## src/rtl/reg6_arbiter_pkg.sv

```systemverilog
// reg6_arbiter_pkg: shared opcodes, FSM states and register width for the reg6 arbiter
package reg6_arbiter_pkg;
  localparam int REG_W = 6;
  localparam logic [REG_W-1:0] REG_MAX = 6'd63;
  typedef enum logic [1:0] {OP_NOP = 2'b00, OP_LOAD = 2'b01, OP_INC = 2'b10, OP_DEC = 2'b11} op_e;
  typedef enum logic [1:0] {S_IDLE, S_GRANT, S_EXEC, S_DONE} state_e;
endpackage

```

## src/rtl/reg6_arbiter_if.sv

```systemverilog
// reg6_arbiter_if: requester handshake plus reg6 control/readback bundle
// ports: req/op/din in from requesters, gnt/ack/err/busy back; reg_set/reg_D/reg_inc/reg_dec to reg6, reg_Q from reg6
interface reg6_arbiter_if import reg6_arbiter_pkg::*; #(parameter int NREQ = 3);
  logic [NREQ-1:0] req;
  logic [2*NREQ-1:0] op;
  logic [REG_W*NREQ-1:0] din;
  logic [NREQ-1:0] gnt;
  logic ack;
  logic err;
  logic busy;
  logic reg_set;
  logic [REG_W-1:0] reg_D;
  logic reg_inc;
  logic reg_dec;
  logic [REG_W-1:0] reg_Q;
  modport slave (input req, op, din, reg_Q, output gnt, ack, err, busy, reg_set, reg_D, reg_inc, reg_dec);
  modport master (output req, op, din, input gnt, ack, err, busy);
  modport regport (input reg_set, reg_D, reg_inc, reg_dec, output reg_Q);
endinterface

```

## src/rtl/rr_pick.sv

```systemverilog
// rr_pick: combinational round-robin pick of the first set request at or above i_ptr
// ports: i_req requests, i_ptr start index; o_onehot/o_idx winner, o_any any request
module rr_pick #(
  parameter int NREQ = 3,
  localparam int IW = $clog2(NREQ)
) (
  input  logic [NREQ-1:0] i_req,
  input  logic [IW-1:0]   i_ptr,
  output logic [NREQ-1:0] o_onehot,
  output logic [IW-1:0]   o_idx,
  output logic            o_any
);
  // scan from the farthest slot back to i_ptr so the closest set request wins
  always_comb begin
    o_onehot = '0;
    o_idx = '0;
    o_any = |i_req;
    for (int k = NREQ - 1; k >= 0; k--)
      o_idx = i_req[(int'(i_ptr) + k) % NREQ] ? IW'((int'(i_ptr) + k) % NREQ) : o_idx;
    o_onehot[o_idx] = o_any;
  end
endmodule

```

## src/rtl/reg6_arbiter.sv

```systemverilog
// reg6_arbiter: round-robin sharing of one reg6 among NREQ requesters with held strobes and ack/err
// ports: clk, rst_n (async, active-low); bus.slave carries req/op/din/gnt/ack/err/busy and the reg6 strobes/readback
module reg6_arbiter import reg6_arbiter_pkg::*; #(
  parameter int NREQ = 3,
  parameter int HOLD = 1,
  parameter int WRAP = 0
) (
  input logic           clk,
  input logic           rst_n,
  reg6_arbiter_if.slave bus
);
  localparam int IW = $clog2(NREQ);
  state_e r_state, w_next;
  logic [IW-1:0] r_idx, r_ptr, w_idx;
  logic [NREQ-1:0] r_gnt, w_onehot;
  logic w_any, w_exec;
  op_e r_op;
  logic [REG_W-1:0] r_din;
  logic r_refuse;
  logic [1:0] r_cnt;
  rr_pick #(.NREQ(NREQ)) u_pick (
    .i_req(bus.req),
    .i_ptr(r_ptr),
    .o_onehot(w_onehot),
    .o_idx(w_idx),
    .o_any(w_any)
  );
  always_ff @(posedge clk or negedge rst_n)
    if (!rst_n) r_state <= S_IDLE;
    else r_state <= w_next;
  always_ff @(posedge clk or negedge rst_n)
    if (!rst_n) begin
      r_idx <= '0;
      r_gnt <= '0;
      r_op <= OP_NOP;
      r_din <= '0;
      r_refuse <= 1'b0;
      r_cnt <= '0;
      r_ptr <= '0;
    end else begin
      if (r_state == S_IDLE && w_any) begin
        r_idx <= w_idx;
        r_gnt <= w_onehot;
        r_op <= op_e'(bus.op[2*int'(w_idx) +: 2]);
        r_din <= bus.din[REG_W*int'(w_idx) +: REG_W];
      end
      // refusal is decided once from the readback seen during GRANT
      if (r_state == S_GRANT) begin
        r_refuse <= (WRAP == 0) && ((r_op == OP_INC && bus.reg_Q == REG_MAX) || (r_op == OP_DEC && bus.reg_Q == '0));
        r_cnt <= 2'(HOLD - 1);
      end
      if (r_state == S_EXEC) r_cnt <= r_cnt - 1'b1;
      if (r_state == S_DONE) r_ptr <= (r_idx == IW'(NREQ - 1)) ? '0 : r_idx + 1'b1;
    end
  always_comb begin
    w_next = r_state;
    w_next = (r_state == S_IDLE) ? (w_any ? S_GRANT : S_IDLE) :
             (r_state == S_GRANT) ? S_EXEC :
             (r_state == S_EXEC) ? ((r_cnt == '0) ? S_DONE : S_EXEC) : S_IDLE;
    w_exec = r_state == S_EXEC && !r_refuse;
    bus.gnt = (r_state != S_IDLE) ? r_gnt : '0;
    bus.busy = r_state != S_IDLE;
    bus.ack = r_state == S_DONE;
    bus.err = r_state == S_DONE && r_refuse;
    bus.reg_set = w_exec && r_op == OP_LOAD;
    bus.reg_inc = w_exec && r_op == OP_INC;
    bus.reg_dec = w_exec && r_op == OP_DEC;
    bus.reg_D = r_din;
  end
endmodule

```

## src/flat_wrapper.sv

```systemverilog
// flat-port wrapper written by rule: the top's interface ports become plain ports
module reg6_arbiter_flat import reg6_arbiter_pkg::*;
#(
  parameter int NREQ = 3,
  parameter int HOLD = 1,
  parameter int WRAP = 0
)
  (clk, rst_n, bus_req, bus_op, bus_din, bus_reg_Q, bus_gnt, bus_ack, bus_err, bus_busy, bus_reg_set, bus_reg_D, bus_reg_inc, bus_reg_dec);
  reg6_arbiter_if #(.NREQ(NREQ)) bus_i ();
  input logic clk;
  input logic rst_n;
  input wire logic [$bits(bus_i.req)-1:0] bus_req;
  input wire logic [$bits(bus_i.op)-1:0] bus_op;
  input wire logic [$bits(bus_i.din)-1:0] bus_din;
  input wire logic [$bits(bus_i.reg_Q)-1:0] bus_reg_Q;
  output wire logic [$bits(bus_i.gnt)-1:0] bus_gnt;
  output wire logic [$bits(bus_i.ack)-1:0] bus_ack;
  output wire logic [$bits(bus_i.err)-1:0] bus_err;
  output wire logic [$bits(bus_i.busy)-1:0] bus_busy;
  output wire logic [$bits(bus_i.reg_set)-1:0] bus_reg_set;
  output wire logic [$bits(bus_i.reg_D)-1:0] bus_reg_D;
  output wire logic [$bits(bus_i.reg_inc)-1:0] bus_reg_inc;
  output wire logic [$bits(bus_i.reg_dec)-1:0] bus_reg_dec;
  assign bus_i.req = bus_req;
  assign bus_i.op = bus_op;
  assign bus_i.din = bus_din;
  assign bus_i.reg_Q = bus_reg_Q;
  assign bus_gnt = bus_i.gnt;
  assign bus_ack = bus_i.ack;
  assign bus_err = bus_i.err;
  assign bus_busy = bus_i.busy;
  assign bus_reg_set = bus_i.reg_set;
  assign bus_reg_D = bus_i.reg_D;
  assign bus_reg_inc = bus_i.reg_inc;
  assign bus_reg_dec = bus_i.reg_dec;
  reg6_arbiter #(.NREQ(NREQ), .HOLD(HOLD), .WRAP(WRAP)) u_core (.clk(clk), .rst_n(rst_n), .bus(bus_i));
endmodule
```

## config.mk

```make
export PLATFORM = sky130hd
export DESIGN_NAME = reg6_arbiter_flat
export DESIGN_NICKNAME = d
export VERILOG_FILES = /design/src/rtl/reg6_arbiter_pkg.sv /design/src/rtl/reg6_arbiter_if.sv /design/src/rtl/rr_pick.sv /design/src/rtl/reg6_arbiter.sv /design/src/flat_wrapper.sv
export SDC_FILE = /design/constraint.sdc
export NUM_CORES = 1
export LEC_CHECK = 0
export ABC_AREA = 1
export CELL_PAD_IN_SITES_DETAIL_PLACEMENT = 0
export CELL_PAD_IN_SITES_GLOBAL_PLACEMENT = 2
export CORE_ASPECT_RATIO = 0.9
export CORE_UTILIZATION = 21
export DETAILED_ROUTE_END_ITERATION = 16
export PLACE_DENSITY_LB_ADDON = 0.1
export SLEW_MARGIN = 15
export SYNTH_ARGS = -nofsm -noshare
export SYNTH_HDL_FRONTEND = slang
export SYNTH_SLANG_ARGS = --single-unit
```

## constraint.sdc

```tcl
create_clock -name clk -period 1.6 [get_ports clk]
set_input_delay 0.48 -clock clk [delete_from_list [all_inputs] [get_ports clk]]
set_output_delay 0.48 -clock clk [all_outputs]
set_load 0.01 [all_outputs]
```

# Yosys cells after proc, flatten, opt, wreduce, memory -nomap -nowiden
# Index checks and enable logic that the tools add are counted.
op_classes:
  n_bitwise: 1
  div: 3
  n_mux: 23
  n_mul: 1
  eq_ne: 8
  order_cmp: 5
  addsub: 4
  shifts: 2
  reduce_logical: 17
ops:
  columns: ["operator", "n"]
  rows:
  - ["$lt A32 B4 Y1 const B", 3]
  - ["$mod A32 B3 Y32 const B", 2]
  - ["$mod A3 B3 Y32 const B", 1]
  - ["$shiftx A18 B32 Y6", 1]
  - ["$mux W2", 9]
  - ["$eq A2 B2 Y1 const B", 5]
  - ["$logic_and A1 B1 Y1", 9]
  - ["$mux W1", 9]
  - ["$bmux W1 S2", 3]
  - ["$eq A6 B6 Y1 const B", 1]
  - ["$logic_not A6 Y1", 1]
  - ["$shiftx A6 B4 Y2", 1]
  - ["$eq A2 B1 Y1 const B", 2]
  - ["$logic_not A2 Y1", 2]
  - ["$mul A2 B2 Y4 const A", 1]
  - ["$reduce_bool A2 Y1", 2]
  - ["$add A2 B1 Y3 const B", 1]
  - ["$add A2 B2 Y3 const B", 1]
  - ["$and A3 B3 Y3", 1]
  - ["$lt A2 B3 Y1 const B", 1]
  - ["$mux W3", 1]
  - ["$reduce_or A3 Y1", 1]
  - ["$add A2 B1 Y2 const B", 1]
  - ["$demux W1 S2", 1]
  - ["4 further kinds", 4]
word_totals:
  ff_bits: 20
  wordCells: 72
  inputBits: 35
  output_inout_bits: 15

# Longest topological paths before layout
# Gate-level depths: netlist of run 1.
depth:
  word_depth: 13
  depth_mapped: 14
  ltp_nobuf: 13

# Cells and area by module
# A second synthesis of run 1 with hierarchy kept.
unflattened:
  cells_unflattened: 191
  hier_area_um2: 1396.3
by_module_without_submodules:
  columns: ["module", "instances", "cells_each", "area_each_um2", "seq_area_each_um2"]
  rows:
  - ["reg6_arbiter", 1, 149, 1179.9, 500.5]
  - ["rr_pick", 1, 42, 216.5, 0.0]

# Worst setup path before layout of run 1
# No wires, ideal clock.
synth_timing:
  path_kind: "register to register"
  startpoint: "reg u_core.r_ptr[0]"
  endpoint: "reg u_core.r_op[0]"
  t_arrival_ns: 1.546
  t_required_ns: 1.476
  setup_ns: 0.124
  slack_ns: -0.070
  period_less_slack_ns: 1.670
  path_buffers: 1
  stages_incl_launch_ff: 14
  path_cell_list: "dfrtp_1 > inv_1 > ha_1 > inv_2 > nand2_2 > nand3_2 > nand2_1 > nand2_1 > nand2_2 > nand2_4 > nand2_4 > buf_6 > o21ai_2 > o21bai_2"
synth_via:
  elab_chain_len: 9
  word_cells_on_any_way: 18
  classes_between: "add/sub: 2; div: 3; shift: 1; mux: 12"
synth_rtl:
  columns: ["item", "line", "text"]
  rows:
  - ["from (decl)", "reg6_arbiter.sv:14", "logic [IW-1:0] r_idx, r_ptr, w_idx;"]
  - ["from (signal assigned)", "reg6_arbiter.sv:53", "if (r_state == S_DONE) r_ptr <= (r_idx == IW'(NREQ - 1)) ? '0 : r_idx + 1'b1;"]
  - ["$add A2 B2 Y3", "rr_pick.sv:19", "o_idx = i_req[(int'(i_ptr) + k) % NREQ] ? IW'((int'(i_ptr) + k) % NREQ) : o_idx;"]
  - ["$mod A32 B3 Y32", "rr_pick.sv:19", null]
  - ["$bmux W1 S2", "rr_pick.sv:19", null]
  - ["$mux W1 (implied by the code) (2 in a row)", "rr_pick.sv:19", null]
  - ["$mux W2 (2 in a row)", "rr_pick.sv:19", null]
  - ["$mux W2 (*)", "rr_pick.sv:19", null]
  - ["$shiftx A6 B4 Y2 (*)", "reg6_arbiter.sv:44", "r_op <= op_e'(bus.op[2*int'(w_idx) +: 2]);"]
  - ["to (signal assigned)", "reg6_arbiter.sv:44", null]
  - ["to (decl)", "reg6_arbiter.sv:17", "op_e r_op;"]
# Mark *: on every way between the ends. The rest lies on a longest branch, timed or not. The select of a mux whose other input is x is not followed.
# A chain may end at the register's enable or synchronous reset.

# Worst setup path in the final report of run 1
layout_timing:
  startpoint: "reg u_core.r_state[1]"
  endpoint: "reg u_core.r_op[1]"
layout_via:
  elab_chain_len: 2
layout_rtl:
  columns: ["item", "line", "text"]
  rows:
  - ["from (decl)", "reg6_arbiter.sv:13", "state_e r_state, w_next;"]
  - ["from (signal assigned)", "reg6_arbiter.sv:30", "else r_state <= w_next;"]
  - ["$logic_not A2 Y1", "reg6_arbiter.sv:41", "if (r_state == S_IDLE && w_any) begin"]
  - ["$logic_and A1 B1 Y1", "reg6_arbiter.sv:41", null]
# Every way passes these cells.

==> metrics.txt, run 1 <==
status=finished with violations; violated checks=negative setup slack; initial antenna violation count=0; worst r2r dst=u_core.r_op[1]$_DFFE_PN0P_; starting density of the core=22.0%; Tcrit/Tclk final=109%; vias in the first global route=1530; r2r setup slk=-0.14 ns; Total Wirelength=4220 µm; Fillers=674; Synth top area share=between 30% and 40%; LEAKAGE=1.24 nW; Die Y=78.6 µm; pins over their slew limit=0; final routed DRC violation total=0; Seq cells post-synth=20; YS warnings=0; Clock Sinks=20; R2R cell count=11; Setup Viol. Count Final=20; sw power=2.61 mW; Root Buffer=clkbuf_8; Register Area=~500 µm²; Flop pwr share=about 16%; Area Overhead vs Synth=89.5%; Gate power share=75.3%; vias per cell=between 4 and 5; Crit Path Category=flip-flop to flip-flop; CP arrival=between 1.5 and 2 ns; CTS tree=yes; highest clock rate=575 MHz; CP Launch Type=flip-flop; Die W=87.1 µm; P_int=3.12 mW; Placeable Area=6220 µm²; wire length per cell=11.6 µm; CP endpoint kind=flip-flop; clock share of power=roughly 8.9%; Max-slew headroom=81.6%; Remaining Overflow, GRT=0; die area=about 6800 µm²; post-synthesis cell count=188; Max Root-Sink Buffers=2; final worst slack=-0.140 ns; post-layout util=41.7%; largest cells by area after synthesis=dfrtp_1 (37%), nand2_1 (12%), inv_1 (9.6%), ha_1 (7.3%), nand3_1 (6.6%); drt pass-1 iters=2; Hold Vio Cnt, Final=0; clk slew on worst S/H paths=approximately 0.08 ns; # diodes=0; pwr/cell area=2210 nW/µm²; H-tree lvl count=1; worst hold path type=flip-flop to flip-flop; clock buffers created by TritonCTS=3; hold path depth=1; sequential area share after synthesis=a little over a third; area of the multi-input gates=963 µm²; max_cap viols=0; RR Startpoint=u_core.r_state[1]$_DFF_PN0_; post-synth cell types=26; area leader, netlist=dfrtp_1; GRT Util Overall=a little over an eighth; Worst-Skew Late Latency=0.26 ns; worst-margin pin slew=between 0.2 and 0.3 ns; Syn Nets=231; VDD IR max=about 580 µV; min cycle time layout=1.74 ns; syn_area_per_cell=7.28 µm²; GPL Wtd Cong=0.773; crit-path max FO=7; layout cell share with drive strength beyond 1=a little over two fifths; Hold EP=u_core.r_ptr[0]$_DFFE_PN0P_; nets@finish=320; synthesized area=around 1400 µm²; Worst Skew=about 0.0068 ns; unrepaired setup endpoints after global routing=yes; Vias=between 1000 and 1500; required time of the critical path=1.80 ns; largest net degree at the start of global routing=21; hold_sp=u_core.r_idx[0]$_DFFE_PN0P_; first-pass GRT wire length=7200 µm; 1st-iter DRT viols=between 50 and 60; IO Port Bufs=49; post-route ant nets=0; switching part of the total=between 40% and 50%; post-detail-place hpwl=3120 µm; FP Rows=27; Final Power=5.73 mW; Ports=50; Setup TNS Final=-1.87 ns
-- area by class of cell --
type,count,share of cell area (%)
Multi-Input combinational cell,126,37.1
Timing Repair Buffer,85,29.9
Sequential cell,20,19.3
Inverter,41,6.71
Tap cell,87,4.20
Clock buffer,3,1.59
Clock inverter,1,1.16
-- flip-flops by register name, summed over array words and instances, names as in the netlist --
name	flops
u_core.bus.reg_D	6
u_core.r_gnt	3
u_core.r_op	2
u_core.r_cnt	2
u_core.r_idx	2
u_core.r_refuse	1
u_core.r_state	2
u_core.r_ptr	2
-- per-layer routing --
metal  track usage [%]  up-vias  wire [µm]
met3              3.05        2        172
met2              22.0       29       1970
li1                  -      776          -
met5                 0        -          0
met4              1.48        0         19
met1              18.5      671       2060
-- synthesized netlist by cell type --
library cell / count
a211oi_1: 1
a21oi_1: 7
a21oi_2: 3
a31oi_1: 1
a31oi_4: 1
buf_2: 1
buf_6: 1
clkinv_1: 1
dfrtp_1: 20
ha_1: 8
inv_1: 35
inv_2: 5
nand2_1: 45
nand2_2: 3
nand2_4: 3
nand3_1: 18
nand3_2: 1
nand4_1: 1
nor2_1: 8
nor3_1: 3
nor4_1: 1
o21ai_0: 8
o21ai_1: 7
o21ai_2: 2
o21bai_2: 1
o22ai_1: 3
-- worst max-delay path: stages, from the launching register on --
cell and delay, ns:
dfrtp_1 0.41, buf_6 0.14, inv_4 0.05, ha_4 0.18
inv_4 0.05, buf_6 0.11, a31oi_4 0.22, buf_12 0.18
nand2_8 0.09, a21oi_2 0.13, o21ai_2 0.06, nand2_1 0.05
-- cells by family (layout without fill, tap and decap cells) --
logic type                 Yosys count  in the layout  share of synthesized area, %
and+or+nand+nor                     83             84                          27.7
buffers and inverters               43            130                          12.4
AOI/OAI and AO/OA                   34             34                          16.0
DFF                                 20             20                          36.6
adders and majority gates            8              8                          7.31
-- how the worst max path moves through the flow --
stage	start	endpoint	slack, ns	depth (start not counted)
final	u_core.r_state[1]$_DFF_PN0_	u_core.r_op[1]$_DFFE_PN0P_	-0.14	11
after global routing	u_core.r_ptr[0]$_DFFE_PN0P_	u_core.bus.reg_D[0]$_DFFE_PN0P_	-0.24	11
after CTS	u_core.r_ptr[1]$_DFFE_PN0P_	u_core.bus.reg_D[5]$_DFFE_PN0P_	-0.14	12
after detailed placement	bus_req[2]	u_core.bus.reg_D[1]$_DFFE_PN0P_	-0.46	10
after global placement	bus_req[2]	u_core.r_op[0]$_DFFE_PN0P_	-0.48	10
after floorplan	u_core.r_state[0]$_DFF_PN0_	u_core.r_op[0]$_DFFE_PN0P_	0.002	7
-- placed cells by master, fill, tap and decap left out, types with 2 or more instances in the layout --
master and instances:
clkbuf_8 3, buf_2 7, nor2_2 4, buf_6 13
nor2_1 4, nand2_1 35, nand3_2 12, inv_2 7
buf_4 24, inv_1 27, nand2_4 6, ha_1 3
o21ai_0 4, o21ai_1 6, a21oi_1 2, ha_4 5
a21oi_4 2, dlygate4sd2_1 8, dfrtp_1 19, nand3_1 7
nor3_1 2, nand2_2 9, clkdlybuf4s50_1 31, o21ai_2 7
inv_4 6, nand2_8 2, a21oi_2 6, o22ai_1 3
-- per-stage QoR --
step / cell area, µm² / setup slack, ns / instances / hold WS (ns)
2_1_floorplan: 1390 / 0.00235 / 188 / 0.184
3_3_place_gp: 2180 / -0.476 / 349 / 0.480
3_5_place_dp: 2180 / -0.462 / 349 / 0.488
4_1_cts: 2480 / -0.141 / 361 / 0.501
5_1_grt: 2590 / -0.241 / 363 / 0.540
6_report: 2590 / -0.140 / 363 / 0.499
-- power by group through the flow --
| stage | combinational [mW] | clock [mW] | sequential [mW] |
|---|---|---|---|
| after detailed placement | 3.25 | 0 | 0.896 |
| final | 4.32 | 0.511 | 0.902 |
| after floorplan | 1.84 | 0 | 0.913 |
| after CTS | 4.02 | 0.525 | 0.901 |
| after global placement | 3.30 | 0 | 0.902 |
| after global routing | 4.76 | 0.551 | 0.942 |
-- what timing repair did --
action,in CTS,in global routing
setup endpoints to repair,29,23
gates resized for setup,100,29
cloned,1,0
hold buffers,0,0
pin swaps,29,19
setup buffers,7,3
hold endpoints to repair,0,0
Note: power is estimated with default switching activity, not from simulation.
==> inputs of run 2 (changes only) <==
Settings changed: ABC_CLOCK_PERIOD_IN_PS set to 1600.
==> results of run 2 <==
The final DEF is identical to that of run 1; final timing and power are the same.
